--- src/rtl/dram_arbiter.sv ---
// Two-port round-robin arbiter in front of a single-port data RAM.
// One transaction in flight at a time; reads complete after a fixed RAM latency.
module dram_arbiter #(
  parameter int unsigned AW     = 32,
  parameter int unsigned DW     = 32,
  parameter int unsigned RD_LAT = 0
) (
  input  logic          Clock,
  input  logic          Reset,
  input  logic          req0,
  input  logic          req1,
  input  logic          we0,
  input  logic          we1,
  input  logic [AW-1:0] addr0,
  input  logic [AW-1:0] addr1,
  input  logic [DW-1:0] wdata0,
  input  logic [DW-1:0] wdata1,
  output logic          gnt0,
  output logic          gnt1,
  output logic          rvalid0,
  output logic          rvalid1,
  output logic [DW-1:0] rdata0,
  output logic [DW-1:0] rdata1,
  output logic [AW-1:0] ram_addr,
  output logic [DW-1:0] ram_datain,
  output logic          ram_write,
  output logic          ram_read,
  input  logic [DW-1:0] ram_dataout,
  output logic          busy
);

  localparam int unsigned CW = 2;

  typedef enum logic [1:0] {IDLE, ISSUE, WAIT} state_t;

  state_t          state_q, state_d;
  logic            port_q, port_d;
  logic            we_q, we_d;
  logic [AW-1:0]   addr_q, addr_d;
  logic [DW-1:0]   wdata_q, wdata_d;
  logic            last_q, last_d;
  logic [CW-1:0]   cnt_q, cnt_d;
  logic            sel;
  logic            capture;
  logic            gnt0_d, gnt1_d, ram_write_d, ram_read_d, busy_d;

  // RAM address/data come straight from the transaction latch, so they hold between transactions
  assign ram_addr   = addr_q;
  assign ram_datain = wdata_q;

  // Next-state, latch updates and next values of the registered outputs
  always_comb begin
    state_d = state_q;
    port_d  = port_q;
    we_d    = we_q;
    addr_d  = addr_q;
    wdata_d = wdata_q;
    last_d  = last_q;
    cnt_d   = cnt_q;
    sel     = 1'b0;
    capture = 1'b0;
    case (state_q)
      IDLE: begin
        if (req0 || req1) begin
          sel     = (req0 && req1) ? ~last_q : req1;
          port_d  = sel;
          we_d    = sel ? we1 : we0;
          addr_d  = sel ? addr1 : addr0;
          wdata_d = sel ? wdata1 : wdata0;
          state_d = ISSUE;
        end
      end
      ISSUE: begin
        last_d = port_q;
        if (we_q) begin
          state_d = IDLE;
        end else if (RD_LAT == 0) begin
          capture = 1'b1;
          state_d = IDLE;
        end else begin
          cnt_d   = CW'((RD_LAT > 0) ? RD_LAT - 1 : 0);
          state_d = WAIT;
        end
      end
      WAIT: begin
        if (cnt_q == '0) begin
          capture = 1'b1;
          state_d = IDLE;
        end else begin
          cnt_d = cnt_q - CW'(1);
        end
      end
      default: state_d = IDLE;
    endcase
    gnt0_d      = (state_d == ISSUE) && !port_d;
    gnt1_d      = (state_d == ISSUE) && port_d;
    ram_write_d = (state_d == ISSUE) && we_d;
    ram_read_d  = ((state_d == ISSUE) && !we_d) || (state_d == WAIT);
    busy_d      = (state_d != IDLE);
  end

  // State, transaction latch and output registers
  always_ff @(posedge Clock or posedge Reset) begin
    if (Reset) begin
      state_q   <= IDLE;
      port_q    <= 1'b0;
      we_q      <= 1'b0;
      addr_q    <= '0;
      wdata_q   <= '0;
      last_q    <= 1'b1;
      cnt_q     <= '0;
      gnt0      <= 1'b0;
      gnt1      <= 1'b0;
      ram_write <= 1'b0;
      ram_read  <= 1'b0;
      busy      <= 1'b0;
      rvalid0   <= 1'b0;
      rvalid1   <= 1'b0;
      rdata0    <= '0;
      rdata1    <= '0;
    end else begin
      state_q   <= state_d;
      port_q    <= port_d;
      we_q      <= we_d;
      addr_q    <= addr_d;
      wdata_q   <= wdata_d;
      last_q    <= last_d;
      cnt_q     <= cnt_d;
      gnt0      <= gnt0_d;
      gnt1      <= gnt1_d;
      ram_write <= ram_write_d;
      ram_read  <= ram_read_d;
      busy      <= busy_d;
      rvalid0   <= capture && !port_q;
      rvalid1   <= capture && port_q;
      if (capture && !port_q) rdata0 <= ram_dataout;
      if (capture && port_q)  rdata1 <= ram_dataout;
    end
  end

endmodule

--- config.mk ---
export PLATFORM = sky130hd
export DESIGN_NAME = dram_arbiter
export DESIGN_NICKNAME = d
export VERILOG_FILES = /design/src/rtl/dram_arbiter.sv
export SDC_FILE = /design/constraint.sdc
export NUM_CORES = 1
export LEC_CHECK = 0
export CAP_MARGIN = 40
export CORE_MARGIN = 4
export CORE_UTILIZATION = 37
export DETAILED_ROUTE_END_ITERATION = 10
export PLACE_DENSITY_LB_ADDON = 0.3
export SLEW_MARGIN = 20
export SYNTH_ARGS = -nofsm -noshare
export SYNTH_HDL_FRONTEND = slang
export SYNTH_SLANG_ARGS = --single-unit
--- constraint.sdc ---
create_clock -name Clock -period 5.1 [get_ports Clock]
set_clock_uncertainty 0.1 [all_clocks]
set_input_delay 1.53 -clock Clock [delete_from_list [all_inputs] [get_ports Clock]]
set_output_delay 1.53 -clock Clock [all_outputs]
set_load 0.1 [all_outputs]
==> run metrics, run 1 <==
Seq/Total Area, Yosys 59.0%; syn avg cell area 12.8 sq um; DRT Pass-1 Iters 4; share of flip-flops with an asynchronous set or reset 100%; syn nets 642; die footprint 18400 sq um; HP Class flop to flop; Buf/Inv on CP 2; fin crit share 63.2%; Crit path largest cell delay between 0.6 and 0.7 ns; post-cts hold buffer count 0; Vias 5416; Starting DRT DRC Count 189; CP endpoint kind primary output; synthesized area between 6000 and 7000 sq um; dominant cell type by area after synthesis dfrtp_1; clock buffer depth 2; clk_lat worst skew 0.41 ns; count of state elements after synthesis roughly 140; global-route wire length before repair between 30000 and 40000 microns; Crit path max-delay family buffers and inverters; vias in the first global route 6148; critical path type flop to primary output; Final min period 3.22 ns; # clock sinks 142; DRC Markers 0; Routed WL 21700 microns; TritonCTS clock tree yes; Worst setup SP type flop; initial antenna violation count 1; post-synth cell types 36; postcts setup bufs 0; main combinational cell family by area after synthesis multiplexers; Post-Route Setup TNS 0 ns; Mapped Cells 471; Arr. time, crit path 1.59 ns; area of the multi-input gates between 2000 and 2500 sq um; die width 136 microns; hpwl dp roughly 16000 microns; CP Data Required Time 3.47 ns; post-synthesis simple-gate area fraction 5.85%; # setup viols final 0; ANT cells 0; mux share of post-synthesis cell area 22.8%; number of synthesized flops with an enable pin 0; top cells by area, synth dfrtp_1 59%, mux2i_1 11%, mux2_2 10%; status complete, no violations; IO Pins 301; Core Footprint between 15000 and 20000 sq um; Overflow after GRT 0; Final ANT Viol Nets 0; Synth-to-Final Area Change 106%; Clk pin slew, worst setup/hold paths around 0.06 ns; area share of the largest cell type after synthesis 58.5%; Warnings, synthesis 0; Max-cap violations 0; commonest non-fill, non-tap cells in the layout 300 x clkdlybuf4s50_1, 141 x dfrtp_1, 83 x buf_8; H-tree lvl count 4; crit-path cells clkdlybuf4s50_1, buf_16; Synth Area in XOR/XNOR less than 1%; WL/cell 19.1 microns; Hold Vio Cnt, Final 0; top fanout value on the critical path 2; Synth Area in Compound Gates 6.87%; Fill cells 865; sequential cell area 3550 sq um; Post-synth top flop dfrtp_1; Via density 4.78; largest net degree at the start of global routing 65; initial core utilization about 38%; Final Max Slew Viols 0; GPL Wtd Cong between 0.7 and 0.8; relative max-transition margin 62.0%; Die Y-Extent 136 microns; nets@finish between 1000 and 1500; ratio of cells with drive above 1 in the final layout 25.9%; clk root buf clkbuf_16; cts repair resizes 0; commonest non-fill, non-tap cell in the layout clkdlybuf4s50_1; adder-cell area share of the yosys netlist 1.04%; Tot GR Track Use 22.8%; CTS buffer count 17; Max stage delay cell, worst path clkdlybuf4s50_1; row count 46; RSZ-0062 raised after global routing false; Buffers on Ports 300; max frequency 310 MHz; worst slew pin tran 0.570 ns
## logic make-up (layout without fill, tap and decap cells)
logic type | Yosys count | after routing
xor gates and xnor gates | 1 | 1
AOI/OAI and AO/OA | 74 | 74
adders and majority gates | 5 | 5
DFF | 142 | 142
muxes | 129 | 129
and+or+nand+nor | 84 | 84
buffers and inverters | 36 | 483
## cells in the mapped netlist (2+ instances only)
cell type	count
ha_1	5
buf_12	3
buf_2	6
buf_8	3
clkbuf_1	9
dfrtp_1	141
mux2i_1	64
o21ai_1	50
mux2_2	56
nand2_1	68
o21ai_0	17
buf_6	4
nand2b_1	3
buf_4	2
inv_1	8
nor2b_1	4
mux2_1	9
## sequential cells by signal, summed over array words and instances (netlist names)
name,count
ram_addr,32
ram_datain,32
rdata0,32
rdata1,32
cnt_q,2
state_q,2
busy,1
gnt0,1
gnt1,1
last_q,1
port_q,1
ram_read,1
ram_write,1
rvalid0,1
rvalid1,1
we_q,1
## final timing paths
kind / slack [ns] / to / startpoint / depth (start not counted)
setup / recovery: 1.88 / rdata1[25] / rdata1[25]$_DFFE_PP0P_ / 2
hold / removal: 0.38 / ram_datain[14]$_DFFE_PP0P_ / ram_datain[14]$_DFFE_PP0P_ / 2
setup reg to reg: 2.95 / rdata0[23]$_DFFE_PP0P_ / state_q[0]$_DFF_PP0_ / 7
hold reg to reg: 0.38 / ram_datain[14]$_DFFE_PP0P_ / ram_datain[14]$_DFFE_PP0P_ / 2
max in group asynchronous: 2.78 / ram_datain[1]$_DFFE_PP0P_ / Reset / 4
min in group asynchronous: 1.31 / rdata1[20]$_DFFE_PP0P_ / Reset / 2
## per-layer routing
metal	share of wire [%]	vias up	routed length, microns	global-route usage (%)
met3	8.0	46	1740	7.28
met2	54	254	11600	41.1
met5	0.055	-	12	0
met4	2.6	2	561	8.34
li1	-	2500	-	-
met1	36	2614	7760	25.2
## tightest hold or removal path: cells and delay by family, from the launching register on
| kind | cells | cell delay [ns] |
|---|---|---|
| compound gates | 1 | 0.06 |
| flops | 1 | 0.34 |
| simple gates | 1 | 0.05 |
## stage by stage
step	cells	setup slack (ns)	area [sq um]	utilization (%)	hold WS, ns
floorplan	471	1.69	6030	-	0.350
global placement	966	1.72	9160	57.4	0.365
detailed placement	1101	1.60	11800	74.2	0.374
CTS	1132	1.85	12400	77.7	0.386
global route	1134	1.81	12400	78.0	0.405
finish	1134	1.88	12400	78.0	0.380
## area by class of cell
cell class / count / area share [%]
Clock buffer: 17 / 3.42
Inverter: 8 / 0.272
Tap cell: 216 / 2.17
Sequential cell: 142 / 28.6
Timing Repair Buffer: 444 / 46.7
Clock inverter: 14 / 0.966
Multi-Input combinational cell: 293 / 17.8
Power of run 1 is not shown: default switching activity piles up to over one toggle a cycle in this logic, so the estimate is an artifact.
==> run 2: changes to the inputs <==
Settings changed: CORE_UTILIZATION 37 to 40.
Clock period 5.1 ns to 3 ns, I/O delays scaled along.
==> run 2 against run 1 <==
Utilization down 13 points; global-route usage is 3.8 points lower; via count fell by 13%; routed wire length shrank 23%; setup slack got worse by 1.2 ns; sequential cell count stayed put; sequential share of layout area rose by 8.9 points; critical path depth is 4 higher; die area decreased by 7.1%; critical endpoint is now ram_addr[7]$_DFFE_PP0P_; largest cell class is now registers; highest routed layer is now met4.
==> run metrics, run 2 (synthesis results as in run 1) <==
largest net degree at the start of global routing 50 (-23%); Clk pin slew, worst setup/hold paths 0.06 ns (about the same); clk root buf clkbuf_16; relative max-transition margin 46.8% (-15 points); fin crit share 76.8%; IO Pins 301 (unchanged); Hold Vio Cnt, Final 0 (unchanged); Final Max Slew Viols 0 (unchanged); status complete, no violations; nets@finish 950 (-12%); DRC Markers 0 (unchanged); r2r startpoint state_q[0]$_DFF_PP0_; Post-Route Setup TNS 0 ns (unchanged); Final min period 2.31 ns; end point of the worst hold path ram_datain[5]$_DFFE_PP0P_; worst slew pin tran 0.795 ns (+0.225 ns); Vias 4724 (-13%); Met1 Routed Length 6430 microns (-17%); reg2reg setup slack 0.85 ns (-2.10 ns); ANT cells 0 (unchanged); cts repair resizes 0 (unchanged); CTS buffer count 17 (unchanged); Worst setup SP type primary input; Arr. time, crit path 2.50 ns (+0.91 ns); max frequency about 430 MHz; row count 44 (-4.3%); clock buffer depth 2 (unchanged); Max-cap violations 0 (unchanged); routed wl met3 1620 microns (-6.7%); Die Y-Extent 131 microns (-3.6%); GPL Wtd Cong 0.839 (+7.7%); Core Footprint 14600 sq um (-8.1%); ratio of cells with drive above 1 in the final layout 31.1% (+5.1 points); global-route wire length before repair 25300 microns (-22%); hpwl dp 12900 microns (-22%); TritonCTS clock tree yes; Starting DRT DRC Count 96 (-49%); Final ANT Viol Nets 0 (unchanged); WL/cell 17.0 microns (-11%); CP Data Required Time 3.19 ns (-0.28 ns); Highest Signal Layer met4; RR Endpoint rdata1[24]$_DFFE_PP0P_; postcts setup bufs 0 (unchanged); top fanout value on the critical path 20 (+18); initial antenna violation count 0 (-1); commonest non-fill, non-tap cells in the layout 165 x clkdlybuf4s50_1, 144 x buf_4, 141 x dfrtp_1; Overflow after GRT 0 (unchanged); DRT Pass-1 Iters 4 (unchanged); Met2 Wirelength 8220 microns (-29%); post-cts hold buffer count 0 (unchanged); HP Class flop to flop; die footprint 17100 sq um (-7.1%); commonest non-fill, non-tap cell in the layout clkdlybuf4s50_1; Synth-to-Final Area Change 57.4%; critical path type primary input to flop; Buffers on Ports 300 (unchanged); vias in the first global route 5015 (-18%); Routed WL 16600 microns (-23%); R2R depth 5 (-2); initial core utilization 41.2% (+3.4 points); Worst Hold Depth 2 (unchanged); RSZ-0062 raised after global routing false; # clock sinks 142 (unchanged); # setup viols final 0 (unchanged); Tot GR Track Use 19.1% (-3.8 points); die width 131 microns (-3.6%); Worst Hold Launch ram_datain[5]$_DFFE_PP0P_; Via density 4.84 (+1.3%); clk_lat worst skew 0.41 ns (about the same); CP endpoint kind flop; H-tree lvl count 4 (unchanged)
[run 2: cell type report]
type / count / area (sq um)
inverters: 8 / 33.8
flip-flops and latches: 142 / 3550
fillers: 1144 / 5160
well taps: 184 / 230
multi-input cells: 293 / 2220
repair buffers: 317 / 2890
clock inverters: 13 / 115
clock buffers: 19 / 443
[run 2: critical path, stage by stage]
cell and delay [ns]:
clkdlybuf4s50_1 0.58, a21boi_4 0.29, buf_12 0.22, buf_4 0.19, mux2i_1 0.23, o21ai_1 0.08
[run 2: per-layer routing]
layer  GRT usage, %  vias up
met4           6.78        0
met3           6.87       25
met2           32.8      220
li1               -     2243
met5              0        -
met1           21.9     2236
[run 2: worst max-delay path by stage]
stage,start,end
global route,req1,ram_datain[26]$_DFFE_PP0P_
floorplan,Reset,busy$_DFF_PP0_
finish,req1,ram_addr[7]$_DFFE_PP0P_
global placement,req1,ram_addr[1]$_DFFE_PP0P_
detailed placement,req1,ram_addr[13]$_DFFE_PP0P_
CTS,req1,ram_addr[7]$_DFFE_PP0P_
[run 2: stage by stage]
stage | instances | setup WS, ns | utilization [%] | hold WS (ns) | cell area (sq um)
finish | 976 | 0.695 | 64.8 | 0.381 | 9490
global route | 976 | 0.603 | 64.8 | 0.410 | 9490
CTS | 976 | 0.696 | 64.8 | 0.388 | 9490
detailed placement | 944 | 0.264 | 61.0 | 0.374 | 8930
global placement | 944 | 0.336 | 61.0 | 0.366 | 8930
floorplan | 471 | 0.224 | - | 0.350 | 6030
Power of run 2 is left out for the same reason.
==> run 3: changes to the inputs <==
Clock period 3 ns to 2.25 ns, I/O delays scaled along.
==> run 3 against run 2 <==
Sequential share of layout area is 6.0 points lower; final cell count increased by 1.2%; routed wire length is 8.4% higher; utilization is 12 points higher; via count is 3.1% higher; die area stayed put; register-to-register slack got worse by 0.60 ns; sequential cell count unchanged; setup slack got worse by 0.44 ns; cell area grew 19%; critical path type is now flop to flop; critical path depth rose by 1.
==> run metrics, run 3 (synthesis results as in run 1) <==
# setup viols final 0 (unchanged); max frequency 500 MHz; postcts setup bufs 0 (unchanged); WL/cell 18.2 microns (+7.1%); Core Footprint 14600 sq um (unchanged); Clk pin slew, worst setup/hold paths 0.06 ns (about the same); Routed WL 18000 microns (+8.4%); clk_lat worst skew 0.41 ns (about the same); ratio of cells with drive above 1 in the final layout 32.1% (+1.0 points); initial core utilization 41.2% (unchanged); Worst setup SP type flop; Final min period 2.00 ns; Overflow after GRT 0 (unchanged); Crit path max-delay family flip-flops; status complete, no violations; Final ANT Viol Nets 0 (unchanged); ANT cells 0 (unchanged); relative max-transition margin 72.1% (+25 points); clk root buf clkbuf_16; Die Y-Extent 131 microns (unchanged); commonest non-fill, non-tap cell in the layout clkdlybuf4s50_1; Tot GR Track Use 21.0% (+1.9 points); Synth-to-Final Area Change 87.2%; post-cts hold buffer count 0 (unchanged); Final Max Slew Viols 0 (unchanged); nets@finish 963 (+1.4%); Max-cap violations 0 (unchanged); top fanout value on the critical path 33 (+65%); cts repair resizes 0 (unchanged); die width 131 microns (unchanged); Buf/Inv on CP 2 (-1); DRC Markers 0 (unchanged); initial antenna violation count 0 (unchanged); global-route wire length before repair 27300 microns (+7.9%); die footprint 17100 sq um (unchanged); H-tree lvl count 4 (unchanged); critical path type flop to flop; Crit. path cell count 7 (+1); largest net degree at the start of global routing 81 (+62%); CTS buffer count 17 (unchanged); # clock sinks 142 (unchanged); DRT Pass-1 Iters 4 (unchanged); worst slew pin tran 0.419 ns (-0.375 ns); Core Util, Final 77.0% (+12 points); Crit path largest cell delay 0.38 ns (-0.20 ns); R2R depth 7 (+2); GPL Wtd Cong 0.794 (-5.3%); hpwl dp 14500 microns (+12%); Max stage delay cell, worst path dfrtp_1; Worst Hold Depth 2 (unchanged); IO Pins 301 (unchanged); Starting DRT DRC Count 163 (+70%); vias in the first global route 5170 (+3.1%); Hold Vio Cnt, Final 0 (unchanged); clock buffer depth 2 (unchanged); crit-path cells inv_1, ha_1, nand2_1, a21boi_2, and2b_1, buf_12, mux2_2; Arr. time, crit path 2.18 ns (-0.32 ns); commonest non-fill, non-tap cells in the layout 165 x clkdlybuf4s50_1, 142 x buf_12, 141 x dfrtp_1; Vias 4869 (+3.1%); TritonCTS clock tree yes; HP Class flop to flop; CP Data Required Time 2.43 ns (-0.76 ns); Buffers on Ports 300 (unchanged); RSZ-0062 raised after global routing false; Via density 4.93 (+1.8%); fin crit share about nine tenths; CP endpoint kind flop; row count 44 (unchanged)
## run 3: metrics by stage
step	TNS (ns)	instance area, sq um	setup WS [ns]	cells	hold slack [ns]
after global placement	-0.0173	10700	-0.0173	957	0.367
final	0	11300	0.251	988	0.408
after global routing	0	11300	0.152	988	0.463
after floorplan	-42.48	6030	-0.301	471	0.350
after detailed placement	-1.38	10700	-0.0897	957	0.397
after CTS	0	11300	0.247	988	0.415
## run 3: cell type report
| class | instances | area [sq um] |
|---|---|---|
| multi-input cells | 293 | 2220 |
| inverters | 8 | 33.8 |
| fillers | 857 | 3360 |
| clock inverters | 12 | 135 |
| well taps | 184 | 230 |
| flip-flops and latches | 142 | 3550 |
| repair buffers | 330 | 4670 |
| clock buffers | 19 | 443 |
## run 3: metal layers
metal / track usage, % / up-vias / routed length (microns) / part of all wire, %
met1: 23.3 / 2322 / 6530 / 36
met5: 0 / - / 0 / 0
met3: 7.56 / 35 / 1670 / 9.3
met2: 37.0 / 240 / 9330 / 52
met4: 7.80 / 0 / 459 / 2.6
li1: - / 2272 / - / -
## run 3: worst paths after layout
path / start / to / slack (ns)
worst max-delay path: state_q[0]$_DFF_PP0_ / rdata0[24]$_DFFE_PP0P_ / 0.25
worst min-delay path: cnt_q[1]$_DFFE_PP0P_ / cnt_q[1]$_DFFE_PP0P_ / 0.41
worst max register to register: state_q[0]$_DFF_PP0_ / rdata0[24]$_DFFE_PP0P_ / 0.25
worst min register to register: cnt_q[1]$_DFFE_PP0P_ / cnt_q[1]$_DFFE_PP0P_ / 0.41
max in group asynchronous: Reset / last_q$_DFFE_PP1N_ / 1.01
min in group asynchronous: Reset / ram_datain[21]$_DFFE_PP0P_ / 0.64
## run 3: worst reg2reg max path: cells and delay by family (launching register included)
family          cells  cell delay (ns)
fa+ha+maj           1             0.23
buf+inv             2             0.35
compound gates      1             0.17
flops               1             0.38
mux                 1             0.39
simple gates        2             0.27
Power of run 3 is left out for the same reason.
